### config.mk
export PLATFORM = sky130hd
export DESIGN_NAME = immed_encoder_flat
export DESIGN_NICKNAME = d
export VERILOG_FILES = /design/src/rtl/immed_encoder_if.sv /design/src/rtl/immed_encoder.sv /design/src/flat_wrapper.sv
export SDC_FILE = /design/constraint.sdc
export NUM_CORES = 1
export LEC_CHECK = 0
export ABC_CLOCK_PERIOD_IN_PS = 2100
export BUFFER_PORTS_ARGS = -buffer_cell sky130_fd_sc_hd__buf_2
export CAP_MARGIN = 20
export CORE_ASPECT_RATIO = 1.25
export CORE_UTILIZATION = 45
export DETAILED_ROUTE_END_ITERATION = 10
export GPL_ROUTABILITY_DRIVEN = 0
export PLACE_DENSITY = 0.71
export RECOVER_POWER = 100
export SYNTH_ARGS = -nofsm -noshare
export SYNTH_HDL_FRONTEND = slang
export SYNTH_SLANG_ARGS = --single-unit
export TNS_END_PERCENT = 10
### constraint.sdc
create_clock -name CLK -period 2.1 [get_ports CLK]
set_clock_uncertainty 0.2 [all_clocks]
set_input_delay 0.315 -clock CLK [delete_from_list [all_inputs] [get_ports CLK]]
set_output_delay 0.315 -clock CLK [all_outputs]
set_load 0.05 [all_outputs]
### src/rtl/immed_encoder_if.sv
// Request/result bundle for the immediate encoder.
// Handshake: a transfer happens on a rising CLK edge where VALID && READY are
// both high. A producer holding VALID keeps its payload stable until the
// transfer. READY may depend combinationally on the consumer's state, but
// never on the producer's VALID.
interface immed_encoder_if #(
    parameter int CNT_W = 16
);
    logic             IN_VALID;
    logic             IN_READY;
    logic [2:0]       FMT;
    logic [31:0]      IMM;
    logic [31:0]      BASE;
    logic             OUT_VALID;
    logic             OUT_READY;
    logic [31:0]      INSTRUCT;
    logic             ERR;
    logic [1:0]       ERR_CODE;
    logic [CNT_W-1:0] ERR_COUNT;

    modport master (
        output IN_VALID, FMT, IMM, BASE, OUT_READY,
        input  IN_READY, OUT_VALID, INSTRUCT, ERR, ERR_CODE, ERR_COUNT
    );

    modport slave (
        input  IN_VALID, FMT, IMM, BASE, OUT_READY,
        output IN_READY, OUT_VALID, INSTRUCT, ERR, ERR_CODE, ERR_COUNT
    );
endinterface

### src/rtl/immed_encoder.sv
// Packs a 32-bit immediate into the I/S/B/U/J fields of a RISC-V instruction
// taken from a template word. Two-stage elastic pipeline: S1 holds the request
// and its error code, S2 holds the packed result that drives the outputs.
module immed_encoder #(
    parameter int CNT_W = 16
) (
    input logic             CLK,
    input logic             RST_N,
    immed_encoder_if.slave  bus
);
    localparam logic [31:0] NOP_INSTR = 32'h0000_0013; // addi x0,x0,0

    // Error code: bad format, then misalignment, then range.
    function automatic logic [1:0] calc_code(input logic [2:0] fmt, input logic [31:0] imm);
        logic bad_range;
        bad_range = 1'b0;
        case (fmt)
            3'd0, 3'd1: bad_range = !((&imm[31:11]) || !(|imm[31:11]));
            3'd2:       bad_range = !((&imm[31:12]) || !(|imm[31:12]));
            3'd3:       bad_range = |imm[11:0];
            3'd4:       bad_range = !((&imm[31:20]) || !(|imm[31:20]));
            default:    bad_range = 1'b0;
        endcase
        if (fmt > 3'd4)                                  return 2'd3;
        else if ((fmt == 3'd2 || fmt == 3'd4) && imm[0]) return 2'd2;
        else if (bad_range)                              return 2'd1;
        else                                             return 2'd0;
    endfunction

    // Scatter the immediate into the format's fields; other bits come from base.
    function automatic logic [31:0] pack(input logic [2:0] fmt, input logic [31:0] imm,
                                         input logic [31:0] base);
        case (fmt)
            3'd0:    return {imm[11:0], base[19:0]};
            3'd1:    return {imm[11:5], base[24:12], imm[4:0], base[6:0]};
            3'd2:    return {imm[12], imm[10:5], base[24:12], imm[4:1], imm[11], base[6:0]};
            3'd3:    return {imm[31:12], base[11:0]};
            3'd4:    return {imm[20], imm[10:1], imm[11], imm[19:12], base[11:0]};
            default: return base;
        endcase
    endfunction

    logic             s1_valid_q, s1_valid_d;
    logic [2:0]       s1_fmt_q, s1_fmt_d;
    logic [31:0]      s1_imm_q, s1_imm_d;
    logic [31:0]      s1_base_q, s1_base_d;
    logic [1:0]       s1_code_q, s1_code_d;
    logic             s2_valid_q, s2_valid_d;
    logic [31:0]      instr_q, instr_d;
    logic             err_q, err_d;
    logic [1:0]       code_q, code_d;
    logic [CNT_W-1:0] err_count_q, err_count_d;

    logic s2_adv, s1_adv, in_ready, accept;

    // Handshake decisions and next-state for both stages and the error counter.
    always_comb begin
        s2_adv   = !s2_valid_q || bus.OUT_READY;
        s1_adv   = s1_valid_q && s2_adv;
        in_ready = RST_N && (!s1_valid_q || s2_adv);
        accept   = bus.IN_VALID && in_ready;

        s1_valid_d  = s1_valid_q;
        s1_fmt_d    = s1_fmt_q;
        s1_imm_d    = s1_imm_q;
        s1_base_d   = s1_base_q;
        s1_code_d   = s1_code_q;
        s2_valid_d  = s2_valid_q;
        instr_d     = instr_q;
        err_d       = err_q;
        code_d      = code_q;
        err_count_d = err_count_q;

        if (accept) begin
            s1_valid_d = 1'b1;
            s1_fmt_d   = bus.FMT;
            s1_imm_d   = bus.IMM;
            s1_base_d  = bus.BASE;
            s1_code_d  = calc_code(bus.FMT, bus.IMM);
        end else if (s1_adv) begin
            s1_valid_d = 1'b0;
        end

        if (s1_adv) begin
            s2_valid_d = 1'b1;
            err_d      = (s1_code_q != 2'd0);
            code_d     = s1_code_q;
            instr_d    = (s1_code_q != 2'd0) ? NOP_INSTR : pack(s1_fmt_q, s1_imm_q, s1_base_q);
        end else if (bus.OUT_READY) begin
            s2_valid_d = 1'b0;
        end

        // Counted at the consume edge only, so a stalled result counts once.
        if (s2_valid_q && bus.OUT_READY && err_q && (err_count_q != {CNT_W{1'b1}}))
            err_count_d = err_count_q + {{(CNT_W-1){1'b0}}, 1'b1};
    end

    // State registers; reset drops anything in flight.
    always_ff @(posedge CLK) begin
        if (!RST_N) begin
            s1_valid_q  <= 1'b0;
            s1_fmt_q    <= 3'd0;
            s1_imm_q    <= 32'd0;
            s1_base_q   <= 32'd0;
            s1_code_q   <= 2'd0;
            s2_valid_q  <= 1'b0;
            instr_q     <= 32'd0;
            err_q       <= 1'b0;
            code_q      <= 2'd0;
            err_count_q <= '0;
        end else begin
            s1_valid_q  <= s1_valid_d;
            s1_fmt_q    <= s1_fmt_d;
            s1_imm_q    <= s1_imm_d;
            s1_base_q   <= s1_base_d;
            s1_code_q   <= s1_code_d;
            s2_valid_q  <= s2_valid_d;
            instr_q     <= instr_d;
            err_q       <= err_d;
            code_q      <= code_d;
            err_count_q <= err_count_d;
        end
    end

    assign bus.IN_READY  = in_ready;
    assign bus.OUT_VALID = s2_valid_q;
    assign bus.INSTRUCT  = instr_q;
    assign bus.ERR       = err_q;
    assign bus.ERR_CODE  = code_q;
    assign bus.ERR_COUNT = err_count_q;
endmodule

### src/flat_wrapper.sv
// flat-port wrapper written by rule: the top's interface ports become plain ports
module immed_encoder_flat 
#(
    parameter int CNT_W = 16
)
  (CLK, RST_N, bus_IN_VALID, bus_FMT, bus_IMM, bus_BASE, bus_OUT_READY, bus_IN_READY, bus_OUT_VALID, bus_INSTRUCT, bus_ERR, bus_ERR_CODE, bus_ERR_COUNT);
  immed_encoder_if #(.CNT_W(CNT_W)) bus_i ();
  input logic CLK;
  input logic RST_N;
  input wire logic [$bits(bus_i.IN_VALID)-1:0] bus_IN_VALID;
  input wire logic [$bits(bus_i.FMT)-1:0] bus_FMT;
  input wire logic [$bits(bus_i.IMM)-1:0] bus_IMM;
  input wire logic [$bits(bus_i.BASE)-1:0] bus_BASE;
  input wire logic [$bits(bus_i.OUT_READY)-1:0] bus_OUT_READY;
  output wire logic [$bits(bus_i.IN_READY)-1:0] bus_IN_READY;
  output wire logic [$bits(bus_i.OUT_VALID)-1:0] bus_OUT_VALID;
  output wire logic [$bits(bus_i.INSTRUCT)-1:0] bus_INSTRUCT;
  output wire logic [$bits(bus_i.ERR)-1:0] bus_ERR;
  output wire logic [$bits(bus_i.ERR_CODE)-1:0] bus_ERR_CODE;
  output wire logic [$bits(bus_i.ERR_COUNT)-1:0] bus_ERR_COUNT;
  assign bus_i.IN_VALID = bus_IN_VALID;
  assign bus_i.FMT = bus_FMT;
  assign bus_i.IMM = bus_IMM;
  assign bus_i.BASE = bus_BASE;
  assign bus_i.OUT_READY = bus_OUT_READY;
  assign bus_IN_READY = bus_i.IN_READY;
  assign bus_OUT_VALID = bus_i.OUT_VALID;
  assign bus_INSTRUCT = bus_i.INSTRUCT;
  assign bus_ERR = bus_i.ERR;
  assign bus_ERR_CODE = bus_i.ERR_CODE;
  assign bus_ERR_COUNT = bus_i.ERR_COUNT;
  immed_encoder #(.CNT_W(CNT_W)) u_core (.CLK(CLK), .RST_N(RST_N), .bus(bus_i));
endmodule
Word-level counts from Yosys, hierarchy flattened
Cells that the tools add are included.
Cells by class
  muxes and demuxes: 11
  reduce and logical (&&, ||, !) cells: 34
  $lt $le $gt $ge: 1
  eq/ne operators: 9
  $add $sub $neg: 1
Operators by type and width (number)
  $pmux 32 s5: 1
  $mux 32: 1
  $reduce_or 12->1: 2
  $reduce_and 21->1: 1
  $reduce_or 21->1: 1
  $reduce_and 20->1: 1
  $reduce_or 20->1: 1
  $add 16x1->16 const B: 1
  $ne 16x16->1 const B: 1
  $eq 3x2->1 const B: 4
  $reduce_and 12->1: 1
  $logic_not 1->1: 8
  $logic_and 1x1->1: 7
  $eq 3x1->1 const B: 2
  $eq 3x3->1 const B: 2
  $logic_not 3->1: 2
  $logic_or 1x1->1: 6
  $mux 1: 6
  $reduce_bool 2->1: 3
  $mux 2: 2
  $pmux 1 s4: 1
  $gt 3x3->1 const B: 1
  $reduce_or 2->1: 1
Word-level totals
  register bits after elaboration: 122
  output and inout bits: 53
  logic and storage cells: 66
  input bits: 71

Longest topological paths before layout
  depth after elaboration: 9
  gate-level depth with buffers: 8
  gate-level depth less buffers: 5

Least setup slack after synthesis
Ideal clock, no wire load.
  path kind: register -> register
  start point: reg u_core.err_count_q[7], in the netlist u_core.bus.ERR_COUNT[7]
  end point: reg u_core.err_count_q[15], in the netlist u_core.bus.ERR_COUNT[15]
  arrival: 2.065 ns
  buffers on the path: 1
  stages on the path, launching flop included: 7
  setup time: 0.070 ns
  required time: 1.830 ns
  setup slack: -0.235 ns
  clock period less this slack: 2.335 ns
  path through: dfxtp_1 -> and4_4 -> nand4_2 -> buf_6 -> or3_1 -> or3_1 -> a21oi_1
On the way
  word-level cells in the longest chain between the ends: 2
  elaborated cells between the ends (all ways): 3
  classes of those cells: 1 x add/sub; 1 x eq/ne; 1 x reduce/logical
Ends and longest elaborated chain
  start: declaration: RTL line immed_encoder.sv:52  | logic [CNT_W-1:0] err_count_q, err_count_d;
  start signal: assignment: RTL line immed_encoder.sv:121  | err_count_q <= err_count_d;
  parallel branches: the longest is 2 deep, another holds $add 16x1->16
Parallel ways; which one is timed is not known.
A chain may end at the register's enable or synchronous reset.

Worst setup path after layout
  start point: reg u_core.err_count_q[8], in the netlist u_core.bus.ERR_COUNT[8]
  end point: reg u_core.err_count_q[15], in the netlist u_core.bus.ERR_COUNT[15]
Same word-level chain as after synthesis.

==> qor.yml <==
status:
  outcome: "finished, violations left"
  violations: "design-rule violations"
logic_synthesis:
  synth_cell_types: 51
  ys_ff_latch: 122
  syn_area_per_cell_um2: 8.063
  seq_area_frac_synth_pct: 46.74
  synth_edf_count: 0
  synthArstFlopShare_pct: 0
  syn_area_um2: 5225
  yosysMostFrequentCell: "nand2_1"
  yosys-top-cells-count: "nand2_1 (157), dfxtp_1 (122), nand3_1 (71)"
  synth_nets: 720
  ys_warn_count: 0
  netlist_instances: 648
  yosys-top-cells-area: "dfxtp_1 (47%), nand2_1 (11%), nand3_1 (6.8%)"
  synth_ff_type: "dfxtp_1"
  synth_top_area_share_pct: 46.74
  synth_top_area_cell: "dfxtp_1"
global_route:
  overflow: 0
  first_global_vias: 5257
  antenna_found_initial: 0
  globalRouteTotalUtil_pct: 25.85
  grt_start_max_net_pins: 58
  grt_first_pass_wirelength_um: 24640
final_layout:
  fin_nets: 908
  diodes: 0
  final_cell_area_um2: 7149
  fillers: 979
  area_delta_synth_final_pct: 36.83
  instances_no_fill: 982
  layout-drive-gt1-share_pct: 17.00
detailed_routing:
  wl_met2_um: 7563
  via_per_inst: 5.549
  drt-met1-wl_um: 6381
  drc_errors: 10
  vias: 5449
  wl_met3_um: 866
  wl_per_cell_um: 15.55
  drt_iter0_markers: 428
  wirelength_um: 15270
  top_layer: "met4"
  drtAntennaViolNets: 0
  dr.pass1.iters: 9
critical_path:
  r2r-start: "u_core.bus.ERR_COUNT[8]"
  worstSetupPathType: "register to register"
  cp_common_cell: "or3_1"
  cp_slowest_stage_delay_ns: 0.38
  cp.required_ns: 2.24
  cp_num_buf_inv: 0
  path_delay_family: "simple AND/OR/NAND/NOR gates"
  r2r_slack_ns: 0.11
  cp-end-kind: "register"
  cpMaxStageDelayCell: "or3_1"
  crit_path_start: "u_core.bus.ERR_COUNT[8]"
  crit_chain: "and4_4 -> nand4_2 -> or3_1 -> or3_1 -> a21oi_1"
  cp_data_arrival_time_ns: 2.12
  critPathLaunchType: "register"
  path_max_fanout: 11
timing:
  hold_violations: 0
  worst_slew_pin_slew_ns: 0.6503
  tns_ns: 0
  slew_violations: 0
  hold_slack_ns: 0.02519
  rsz0062_at_grt: "false"
  setup_viol: 0
  period_share_pct: 94.71
  slew_headroom_pct: 56.83
  fin_crit_ns: 1.989
  fmax_mhz: 502.8
cts:
  htree_num_levels: 4
  clk_latency_ns: 0.41
  post-cts-setup-buffers: 0
  cts.clk_slew.worst_paths_ns: 0.05
  cts_buffer_depth: 2
  cts_tree: "built"
  clk_root_buffer_cell: "clkbuf_16"
  numCtsBuffers: 17
  cts_sinks: 122
placement:
  io_buffers: 123
  placed_cells: 887
  dpl_cell_area_um2: 6062
  hpwl_um: 10420
floorplanning:
  die_h_um: 122.5
  die_x_um: 98.38
  ios: 124
  start_util_pct: 46.69
  core-area_um2: 11190
  dieArea_um2: 12050
  rows: 43
flow_run:
  cap_viol_max_count: 0
hold_path:
  hold_path_class: "input port to register"
  min_from: "bus_FMT[2]"
power_and_ir_drop:
  ir_drop_v: 0.0005365
  p_leak_nw: 3.106
  power_density_nw_per_um2: 827.1
  total_power_w: 0.005913
[area by class of cell]
class	count	area, um^2	share of cell area (%)
well taps	135	168.9	2.363
inverters	8	30.03	0.4200
clock inverters	9	75.07	1.050
flip-flops and latches	122	2449	34.25
multi-input cells	470	2561	35.82
clock buffers	21	460.4	6.440
repair buffers	217	1405	19.65
[sequential cells by signal, indices dropped and copies added (netlist names)]
signal and cells:
u_core.s1_code_q 2, u_core.s1_base_q 32, u_core.bus.ERR_CODE 2, u_core.bus.INSTRUCT 32, u_core.bus.OUT_VALID 1, u_core.s1_valid_q 1
u_core.bus.ERR_COUNT 16, u_core.bus.ERR 1, u_core.s1_imm_q 32, u_core.s1_fmt_q 3
[worst paths after layout]
check                              to  cells past startpoint
max reg2reg  u_core.bus.ERR_COUNT[15]                      5
max          u_core.bus.ERR_COUNT[15]                      5
min                u_core.s1_fmt_q[2]                      3
min reg2reg   u_core.bus.INSTRUCT[31]                      2
[power breakdown]
| part | total (W) | switching (W) | internal (W) |
|---|---|---|---|
| sequential | 0.00254 | 0.000101 | 0.00244 |
| clock | 0.00263 | 0.000970 | 0.00166 |
| combinational | 0.000744 | 0.000425 | 0.000319 |
| total | 0.00591 | 0.00150 | 0.00442 |
[cells by family after synthesis]
family	count (synthesis)	synth area share, %
muxes	14	2.778
adders and majority gates	1	0.2394
buffers and inverters	56	4.310
AOI/OAI and AO/OA	118	16.02
xor gates and xnor gates	9	1.509
and+or+nand+nor	328	28.40
DFF	122	46.74
[worst reg2reg max path: cells and delay by family (launching register included)]
kind / cells / cell delay (ns)
compound gates: 1 / 0.16
flops: 1 / 0.36
simple gates: 4 / 1.20
[repair_timing]
action / CTS / global route
hold endpoints to repair: 65 / 0
hold buffers: 65 / 0
setup endpoints to repair: 0 / 8
gates resized for setup: 0 / 3
[placed cells by master, fill, tap and decap left out, types with 17 or more instances in the layout]
| cell | n |
|---|---|
| dlygate4sd3_1 | 65 |
| nand2_1 | 157 |
| clkbuf_16 | 17 |
| buf_2 | 70 |
| buf_4 | 22 |
| dfxtp_1 | 117 |
| nand3_1 | 71 |
| nor2_1 | 44 |
| a21oi_1 | 28 |
| clkbuf_1 | 55 |
[metrics by stage]
step / worst slack (ns) / utilization [%]
after floorplan: -0.01690 / -
after CTS: 0.07467 / 64.77
after detailed placement: 0.06345 / 54.17
after global placement: 0.1824 / 54.17
final: 0.1111 / 63.89
after global routing: 0.001302 / 63.89
[per-layer routing]
layer	GRT usage [%]	up-vias
li1	-	2669
met1	29.08	2531
met2	47.27	218
met3	5.068	31
met4	11.75	0
met5	0	-
No activity file was read; power rests on OpenSTA's default activity.
